### config.mk
export PLATFORM = sky130hd
export DESIGN_NAME = alu_sequencer_flat
export DESIGN_NICKNAME = d
export VERILOG_FILES = /design/src/rtl/alu_sequencer_if.sv /design/src/rtl/alu_sequencer.sv /design/src/flat_wrapper.sv
export SDC_FILE = /design/constraint.sdc
export NUM_CORES = 1
export LEC_CHECK = 0
export ABC_CLOCK_PERIOD_IN_PS = 1600
export BUFFER_PORTS_ARGS = -buffer_cell sky130_fd_sc_hd__buf_2
export CORE_UTILIZATION = 40
export DETAILED_ROUTE_END_ITERATION = 7
export PLACE_DENSITY = 0.76
export REMOVE_ABC_BUFFERS = 1
export SLEW_MARGIN = 40
export SYNTH_ARGS = -nofsm -noshare
export SYNTH_HDL_FRONTEND = slang
export SYNTH_SLANG_ARGS = --single-unit
### constraint.sdc
create_clock -name clock -period 1.6 [get_ports clock]
set_input_delay 0.32 -clock clock [delete_from_list [all_inputs] [get_ports clock]]
set_output_delay 0.32 -clock clock [all_outputs]
set_load 0.005 [all_outputs]
### src/rtl/alu_sequencer_if.sv
// rtl/alu_sequencer_if.sv - request, ALU drive and response signals of alu_sequencer
interface alu_sequencer_if #(
    parameter int DATA_WIDTH = 32
);
    logic                  reqValid;
    logic                  reqReady;
    logic [4:0]            reqOp;
    logic [DATA_WIDTH-1:0] reqA;
    logic [DATA_WIDTH-1:0] reqB;
    logic [15:0]           reqImm;

    logic [4:0]            opCode;
    logic [DATA_WIDTH-1:0] dataA;
    logic [DATA_WIDTH-1:0] dataB;
    logic [DATA_WIDTH-1:0] dataC;
    logic                  zero;
    logic                  overflow;
    logic                  error;

    logic                  rspValid;
    logic                  rspReady;
    logic [DATA_WIDTH-1:0] rspData;
    logic                  rspZero;
    logic                  rspOverflow;
    logic                  rspError;
    logic                  rspIllegal;

    modport master (
        output reqValid, reqOp, reqA, reqB, reqImm, dataC, zero, overflow, error, rspReady,
        input  reqReady, opCode, dataA, dataB,
        input  rspValid, rspData, rspZero, rspOverflow, rspError, rspIllegal
    );

    modport slave (
        input  reqValid, reqOp, reqA, reqB, reqImm, dataC, zero, overflow, error, rspReady,
        output reqReady, opCode, dataA, dataB,
        output rspValid, rspData, rspZero, rspOverflow, rspError, rspIllegal
    );
endinterface

### src/rtl/alu_sequencer.sv
// rtl/alu_sequencer.sv - drives an external ALU, waits SETTLE_CYCLES, returns the result
// Optional sticky error flag enabled by defining ALU_SEQ_STICKY_EN.
module alu_sequencer #(
    parameter int DATA_WIDTH    = 32,
    parameter int SETTLE_CYCLES = 1
) (
    input  logic clock,
    input  logic reset,
`ifdef ALU_SEQ_STICKY_EN
    input  logic stickyClr,
    output logic stickyErr,
`endif
    alu_sequencer_if.slave bus
);

    typedef enum logic [1:0] {
        IDLE   = 2'd0,
        SETTLE = 2'd1,
        RESP   = 2'd2
    } state_t;

    state_t                state_q, state_d;
    logic [3:0]            cnt_q, cnt_d;
    logic [4:0]            op_q, op_d;
    logic [DATA_WIDTH-1:0] a_q, a_d;
    logic [DATA_WIDTH-1:0] b_q, b_d;
    logic [DATA_WIDTH-1:0] rsp_data_q, rsp_data_d;
    logic                  rsp_zero_q, rsp_zero_d;
    logic                  rsp_ovf_q, rsp_ovf_d;
    logic                  rsp_err_q, rsp_err_d;
    logic                  rsp_ill_q, rsp_ill_d;
    logic [DATA_WIDTH-1:0] b_sel;

    logic accept;
    logic legal;
    logic load;
    logic capture;

    assign accept  = (state_q == IDLE) && bus.reqValid;
    assign legal   = (bus.reqOp <= 5'h13);
    assign load    = accept && legal;
    assign capture = (state_q == SETTLE) && (cnt_q == 4'd1);

    // Immediate-form ops take the zero-extended immediate; Not ignores its second operand.
    always_comb begin
        case (bus.reqOp)
            5'h01, 5'h03, 5'h05, 5'h07,
            5'h0A, 5'h0C, 5'h0E, 5'h13: b_sel = DATA_WIDTH'(bus.reqImm);
            5'h0F:                      b_sel = '0;
            default:                    b_sel = bus.reqB;
        endcase
    end

    always_ff @(posedge clock) begin
        if (!reset) begin
            state_q <= IDLE;
        end else begin
            state_q <= state_d;
        end
    end

    always_comb begin
        state_d = state_q;
        case (state_q)
            IDLE:    if (accept) state_d = legal ? SETTLE : RESP;
            SETTLE:  if (cnt_q == 4'd1) state_d = RESP;
            RESP:    if (bus.rspReady) state_d = IDLE;
            default: state_d = IDLE;
        endcase
    end

    always_comb begin
        bus.reqReady = (state_q == IDLE);
        bus.rspValid = (state_q == RESP);
    end

    always_comb begin
        cnt_d      = cnt_q;
        op_d       = op_q;
        a_d        = a_q;
        b_d        = b_q;
        rsp_data_d = rsp_data_q;
        rsp_zero_d = rsp_zero_q;
        rsp_ovf_d  = rsp_ovf_q;
        rsp_err_d  = rsp_err_q;
        rsp_ill_d  = rsp_ill_q;
        if (load) begin
            op_d  = bus.reqOp;
            a_d   = bus.reqA;
            b_d   = b_sel;
            cnt_d = 4'(SETTLE_CYCLES);
        end else if (accept) begin
            // Illegal op: ALU drive is left untouched and the response is synthesized here.
            rsp_data_d = '0;
            rsp_zero_d = 1'b0;
            rsp_ovf_d  = 1'b0;
            rsp_err_d  = 1'b0;
            rsp_ill_d  = 1'b1;
        end
        if (state_q == SETTLE) begin
            cnt_d = cnt_q - 4'd1;
        end
        if (capture) begin
            rsp_data_d = bus.dataC;
            rsp_zero_d = bus.zero;
            rsp_ovf_d  = bus.overflow;
            rsp_err_d  = bus.error;
            rsp_ill_d  = 1'b0;
        end
    end

    always_ff @(posedge clock) begin
        if (!reset) begin
            cnt_q      <= '0;
            op_q       <= '0;
            a_q        <= '0;
            b_q        <= '0;
            rsp_data_q <= '0;
            rsp_zero_q <= 1'b0;
            rsp_ovf_q  <= 1'b0;
            rsp_err_q  <= 1'b0;
            rsp_ill_q  <= 1'b0;
        end else begin
            cnt_q      <= cnt_d;
            op_q       <= op_d;
            a_q        <= a_d;
            b_q        <= b_d;
            rsp_data_q <= rsp_data_d;
            rsp_zero_q <= rsp_zero_d;
            rsp_ovf_q  <= rsp_ovf_d;
            rsp_err_q  <= rsp_err_d;
            rsp_ill_q  <= rsp_ill_d;
        end
    end

    assign bus.opCode      = op_q;
    assign bus.dataA       = a_q;
    assign bus.dataB       = b_q;
    assign bus.rspData     = rsp_data_q;
    assign bus.rspZero     = rsp_zero_q;
    assign bus.rspOverflow = rsp_ovf_q;
    assign bus.rspError    = rsp_err_q;
    assign bus.rspIllegal  = rsp_ill_q;

`ifdef ALU_SEQ_STICKY_EN
    logic sticky_q, sticky_d, sticky_set;

    assign sticky_set = (accept && !legal) || (capture && (bus.error || bus.overflow));

    // A new error in the same cycle as a clear request must not be lost.
    always_comb begin
        sticky_d = sticky_q;
        if (sticky_set) begin
            sticky_d = 1'b1;
        end else if (stickyClr) begin
            sticky_d = 1'b0;
        end
    end

    always_ff @(posedge clock) begin
        if (!reset) begin
            sticky_q <= 1'b0;
        end else begin
            sticky_q <= sticky_d;
        end
    end

    assign stickyErr = sticky_q;
`endif

endmodule

### src/flat_wrapper.sv
// flat-port wrapper written by rule: the top's interface ports become plain ports
module alu_sequencer_flat 
#(
    parameter int DATA_WIDTH    = 32,
    parameter int SETTLE_CYCLES = 1
)
  (clock, reset, bus_reqValid, bus_reqOp, bus_reqA, bus_reqB, bus_reqImm, bus_dataC, bus_zero, bus_overflow, bus_error, bus_rspReady, bus_reqReady, bus_opCode, bus_dataA, bus_dataB, bus_rspValid, bus_rspData, bus_rspZero, bus_rspOverflow, bus_rspError, bus_rspIllegal);
  alu_sequencer_if #(.DATA_WIDTH(DATA_WIDTH)) bus_i ();
  input  logic clock;
  input  logic reset;
  input wire logic [$bits(bus_i.reqValid)-1:0] bus_reqValid;
  input wire logic [$bits(bus_i.reqOp)-1:0] bus_reqOp;
  input wire logic [$bits(bus_i.reqA)-1:0] bus_reqA;
  input wire logic [$bits(bus_i.reqB)-1:0] bus_reqB;
  input wire logic [$bits(bus_i.reqImm)-1:0] bus_reqImm;
  input wire logic [$bits(bus_i.dataC)-1:0] bus_dataC;
  input wire logic [$bits(bus_i.zero)-1:0] bus_zero;
  input wire logic [$bits(bus_i.overflow)-1:0] bus_overflow;
  input wire logic [$bits(bus_i.error)-1:0] bus_error;
  input wire logic [$bits(bus_i.rspReady)-1:0] bus_rspReady;
  output wire logic [$bits(bus_i.reqReady)-1:0] bus_reqReady;
  output wire logic [$bits(bus_i.opCode)-1:0] bus_opCode;
  output wire logic [$bits(bus_i.dataA)-1:0] bus_dataA;
  output wire logic [$bits(bus_i.dataB)-1:0] bus_dataB;
  output wire logic [$bits(bus_i.rspValid)-1:0] bus_rspValid;
  output wire logic [$bits(bus_i.rspData)-1:0] bus_rspData;
  output wire logic [$bits(bus_i.rspZero)-1:0] bus_rspZero;
  output wire logic [$bits(bus_i.rspOverflow)-1:0] bus_rspOverflow;
  output wire logic [$bits(bus_i.rspError)-1:0] bus_rspError;
  output wire logic [$bits(bus_i.rspIllegal)-1:0] bus_rspIllegal;
  assign bus_i.reqValid = bus_reqValid;
  assign bus_i.reqOp = bus_reqOp;
  assign bus_i.reqA = bus_reqA;
  assign bus_i.reqB = bus_reqB;
  assign bus_i.reqImm = bus_reqImm;
  assign bus_i.dataC = bus_dataC;
  assign bus_i.zero = bus_zero;
  assign bus_i.overflow = bus_overflow;
  assign bus_i.error = bus_error;
  assign bus_i.rspReady = bus_rspReady;
  assign bus_reqReady = bus_i.reqReady;
  assign bus_opCode = bus_i.opCode;
  assign bus_dataA = bus_i.dataA;
  assign bus_dataB = bus_i.dataB;
  assign bus_rspValid = bus_i.rspValid;
  assign bus_rspData = bus_i.rspData;
  assign bus_rspZero = bus_i.rspZero;
  assign bus_rspOverflow = bus_i.rspOverflow;
  assign bus_rspError = bus_i.rspError;
  assign bus_rspIllegal = bus_i.rspIllegal;
  alu_sequencer #(.DATA_WIDTH(DATA_WIDTH), .SETTLE_CYCLES(SETTLE_CYCLES)) u_core (.clock(clock), .reset(reset), .bus(bus_i));
endmodule
==> run summary <==
The flow ran to the end, but the final reports show violations. The final reports fail on setup timing. The total number of vias came out at 4392. Dividing the final minimum period by the clock period gives 1.015. The worst IR drop on VDD is 0.0005556 V.

The maximum buffer depth of the clock tree came out at 2. The clock skew after layout is 0.007571 ns. For this run, the number of Yosys warnings is 0. The number of antenna violations at the first check in global routing came to 0. In this run, distinct cell masters in the synthesized netlist total 34.

The clock root buffer master is sky130_fd_sc_hd__clkbuf_8. Dividing the synthesized area by the synthesized cell count gives 9.449 µm². TritonCTS built the clock tree. The relative area change from synthesis to final layout is 51.28%. Across every metal layer, demand over resource in global routing totals 0.2198. The antenna cell count came out at 0. The data required time at the worst endpoint is 1.89 ns.

Sorting the synthesized cells by area gives the leading types as sky130_fd_sc_hd__dfxtp_1 52%, sky130_fd_sc_hd__a21boi_0 8.9%, sky130_fd_sc_hd__nand2_1 7.6%. The largest fanout on the critical path is 4. Data on the critical path arrives at its endpoint at 1.92 ns. The count of nets after finishing came out at 835. After clock tree synthesis, the clock-pin slew on the worst setup and hold paths is 0.10 ns.

The placed instance area is 5746 µm². The part of the total power dissipated in the clock network is 0.288. The mapped cell area is 4299 µm². For this design the static power due to leakage is 0.003000 µW. The total of hold buffers inserted after clock tree synthesis came out at 0. The last weighted congestion value of the routability-driven placer came out at 0.9305.

Of the cells placed in the final design, the portion with a size suffix greater than 1 is 0.4734. The clock latency on the worst-skew pair came out at 0.36 ns. The number of global-route vias before repair came out at 4093. The combinational fraction of design power came out at 0.208. The category of the most critical setup path is reg -> reg.

The H-tree was split into 3 levels. The count of mapped cells out of synthesis is 455. The share of total power dissipated in sequential elements is 0.504. The share of async-settable or async-resettable flops after synthesis came out at 0. The initial core utilization came out at 0.4146. The switching share of power is 0.2709. Setup repair after global routing could not meet its margin everywhere. The maximum frequency from static timing analysis came out at 0.6160 GHz. Pin placement for this block handled 231 I/O pins. The path type of the worst min-delay path is in -> reg. The worst-case headroom to the max-slew limit is 0.7923.

The final routed wire length divided by cell count is 15.92 µm. For this design the total switching power over the nets is 1619 µW. The number of cells in the finished layout apart from fillers came out at 850. The count of final setup violators is 3. The tool flagged a number of max-cap violations equal to 0. Of all cell types, the one taking the most synthesized area is sky130_fd_sc_hd__dfxtp_1. The number of cells after detailed placement is 814.

At the pin with the least slew margin, the transition time is 0.3076 ns. Of the synthesized area, sequential elements account for 0.5169. The antenna violation net count after detailed routing came out at 0. The via count normalized by instance count came out at 5.167. The layout filler cell count is 855. The global-route wire length before repair is 19.69 mm. The count of flip-flops with a built-in enable after synthesis is 0. The category of the worst setup path capture point is a flip-flop. The count of final max-slew check failures came to 0.

The worst setup path is launched from a flip-flop. The count of unresolved DRC violations after routing is 0. The floorplan step defined a die boundary enclosing 11170 µm².

Internal power comes to 4357 µW. For this run, the leading register cell type out of synthesis is sky130_fd_sc_hd__dfxtp_1. The number of placement rows came out at 37. The tree built by TritonCTS fans out to 111 sinks. The share of the synthesized area in the top cell type is 0.5169. The floorplan step set the die height to 105.7 µm. The total half-perimeter wirelength after legalization and detailed placement is 8.754 mm.

The post-synthesis register bit count is 111. The number of port buffers is 230. The flip-flop and latch area came out at 2228 µm². The hold violation count in the final report came out at 0. The shortest clock period the worst path allows after layout is 1.623 ns.

Setup slack on the critical path of the routed design comes to -0.02337 ns. The area occupied by multi-input gates is 2120 µm². For this block, the initial DRC count from the detailed router was 287.

The number of iterations in the first detailed-routing pass is 4. The routed design has 13.54 mm of wire. Dividing total power by cell area gives a power density of 918.8 nW/µm². The sum of overflow across all layers after global routing is 0. The horizontal die dimension is 105.7 µm. The maximum number of pins on one net before global-route repair is 75. In this run, CTS created clock tree buffers numbering 9. The core footprint came out at 10370 µm². The finished cells cover 6504 µm².
==> layout make-up <==
| cell class | instances | area share |
|---|---|---|
| Tap cell | 136 | 0.02616 |
| Sequential cell | 111 | 0.3426 |
| Timing Repair Buffer | 277 | 0.2726 |
| Clock buffer | 10 | 0.02116 |
| Inverter | 2 | 0.001154 |
| Multi-Input combinational cell | 308 | 0.3259 |
| Clock inverter | 6 | 0.01039 |
==> cell families after synthesis <==
kind of cell,Yosys count,share of synthesized area
buffers and inverters,38,0.03958
adder cells (fa/ha/maj),2,0.005820
flip-flops,111,0.5169
AND/OR/NAND/NOR,182,0.2148
AO/OA/AOI/OAI,122,0.2229
==> layout by cell type, fill, tap and decap left out, types with 3 or more instances in the layout <==
cell type                   instances
sky130_fd_sc_hd__a21boi_1          20
sky130_fd_sc_hd__nor2_1             5
sky130_fd_sc_hd__nand4_1           16
sky130_fd_sc_hd__a221o_1           16
sky130_fd_sc_hd__clkbuf_8          10
sky130_fd_sc_hd__nor2b_1           38
sky130_fd_sc_hd__nand2_1           86
sky130_fd_sc_hd__buf_6              5
sky130_fd_sc_hd__buf_4             25
sky130_fd_sc_hd__o21ai_0            4
sky130_fd_sc_hd__and2_1             3
sky130_fd_sc_hd__a21oi_1            4
sky130_fd_sc_hd__clkbuf_16          7
sky130_fd_sc_hd__buf_2            230
sky130_fd_sc_hd__nand2b_1           5
sky130_fd_sc_hd__dfxtp_1          108
sky130_fd_sc_hd__buf_12             8
sky130_fd_sc_hd__a22oi_2           27
sky130_fd_sc_hd__a22oi_1           11
sky130_fd_sc_hd__a21boi_0          31
sky130_fd_sc_hd__and3_1            16
==> worst max-delay path, stage by stage, from the launching register on <==
cell and delay (ns):
sky130_fd_sc_hd__dfxtp_2 0.35, sky130_fd_sc_hd__inv_2 0.05, sky130_fd_sc_hd__ha_4 0.14, sky130_fd_sc_hd__nor3b_4 0.14, sky130_fd_sc_hd__buf_4 0.14, sky130_fd_sc_hd__a22oi_2 0.20
sky130_fd_sc_hd__buf_6 0.18, sky130_fd_sc_hd__clkbuf_16 0.15, sky130_fd_sc_hd__a22oi_2 0.05, sky130_fd_sc_hd__nor2b_1 0.15
==> repair_timing <==
action | CTS | global route
setup buffers | 2 | 5
resized for setup | 10 | 62
cloned | 3 | 10
pin swaps | 2 | 5
setup endpoints to repair | 66 | 103
==> power groups by stage <==
stage	Combinational [µW]	Sequential, µW	Clock (µW)
after floorplan	372	3070	0
after global placement	914	3050	0
after detailed placement	945	3060	0
after CTS	1000	3000	1770
after global routing	1340	3030	1890
final	1240	3010	1720
==> path summary, 6_finish.rpt <==
check	from	slack, ns	cells past startpoint	end
max	u_core.cnt_q[1]$_SDFFE_PN0P_	-0.02	9	u_core.bus.rspData[1]$_SDFFE_PN0P_
min	bus_reqImm[1]	0.17	2	u_core.bus.dataB[1]$_SDFFE_PN0P_
max reg2reg	u_core.cnt_q[1]$_SDFFE_PN0P_	-0.02	9	u_core.bus.rspData[1]$_SDFFE_PN0P_
min reg2reg	u_core.bus.dataA[14]$_SDFFE_PN0P_	0.46	2	u_core.bus.dataA[14]$_SDFFE_PN0P_
==> metrics by stage <==
stage | hold slack [ns] | TNS, ns | worst slack, ns | total power [µW] | util
final | 0.1725 | -0.03692 | -0.02337 | 5976 | 0.6272
after global routing | 0.1498 | -2.312 | -0.07766 | 6266 | 0.6272
after CTS | 0.1514 | -0.4005 | -0.02307 | 5776 | 0.5834
after detailed placement | 0.4542 | -6.377 | -0.2675 | 4006 | 0.5541
after global placement | 0.4455 | -1.260 | -0.1442 | 3969 | 0.5541
after floorplan | 0.4317 | -68.91 | -0.8002 | 3443 | -
==> flip-flops by register name, summed over array words and instances (netlist names) <==
register,count
u_core.cnt_q,4
u_core.bus.rspIllegal,1
u_core.bus.dataA,32
u_core.bus.rspData,32
u_core.bus.dataB,32
u_core.bus.rspZero,1
u_core.bus.rspOverflow,1
u_core.state_q,2
u_core.bus.rspError,1
u_core.bus.opCode,5
==> layer usage <==
metal / vias up / track usage / part of all wire
li1: 2131 / - / -
met1: 2076 / 0.2670 / 0.42
met2: 169 / 0.3824 / 0.50
met3: 16 / 0.04638 / 0.066
met4: 0 / 0.07738 / 0.012
met5: - / 0 / 0
==> cells in the mapped netlist, types with 2 or more instances <==
library cell,number
sky130_fd_sc_hd__a21oi_1,4
sky130_fd_sc_hd__clkbuf_1,23
sky130_fd_sc_hd__o21ai_0,4
sky130_fd_sc_hd__nand2b_1,6
sky130_fd_sc_hd__ha_1,2
sky130_fd_sc_hd__nand4_1,16
sky130_fd_sc_hd__nor2_1,5
sky130_fd_sc_hd__nor2b_1,39
sky130_fd_sc_hd__buf_2,10
sky130_fd_sc_hd__o211a_1,2
sky130_fd_sc_hd__a22oi_1,38
sky130_fd_sc_hd__and2_1,3
sky130_fd_sc_hd__buf_6,2
sky130_fd_sc_hd__nor3b_1,4
sky130_fd_sc_hd__nand2_1,87
sky130_fd_sc_hd__and3_1,16
sky130_fd_sc_hd__a21boi_0,51
sky130_fd_sc_hd__inv_1,2
sky130_fd_sc_hd__a221o_1,16
sky130_fd_sc_hd__dfxtp_1,111
(Power assumes the default switching activity.)
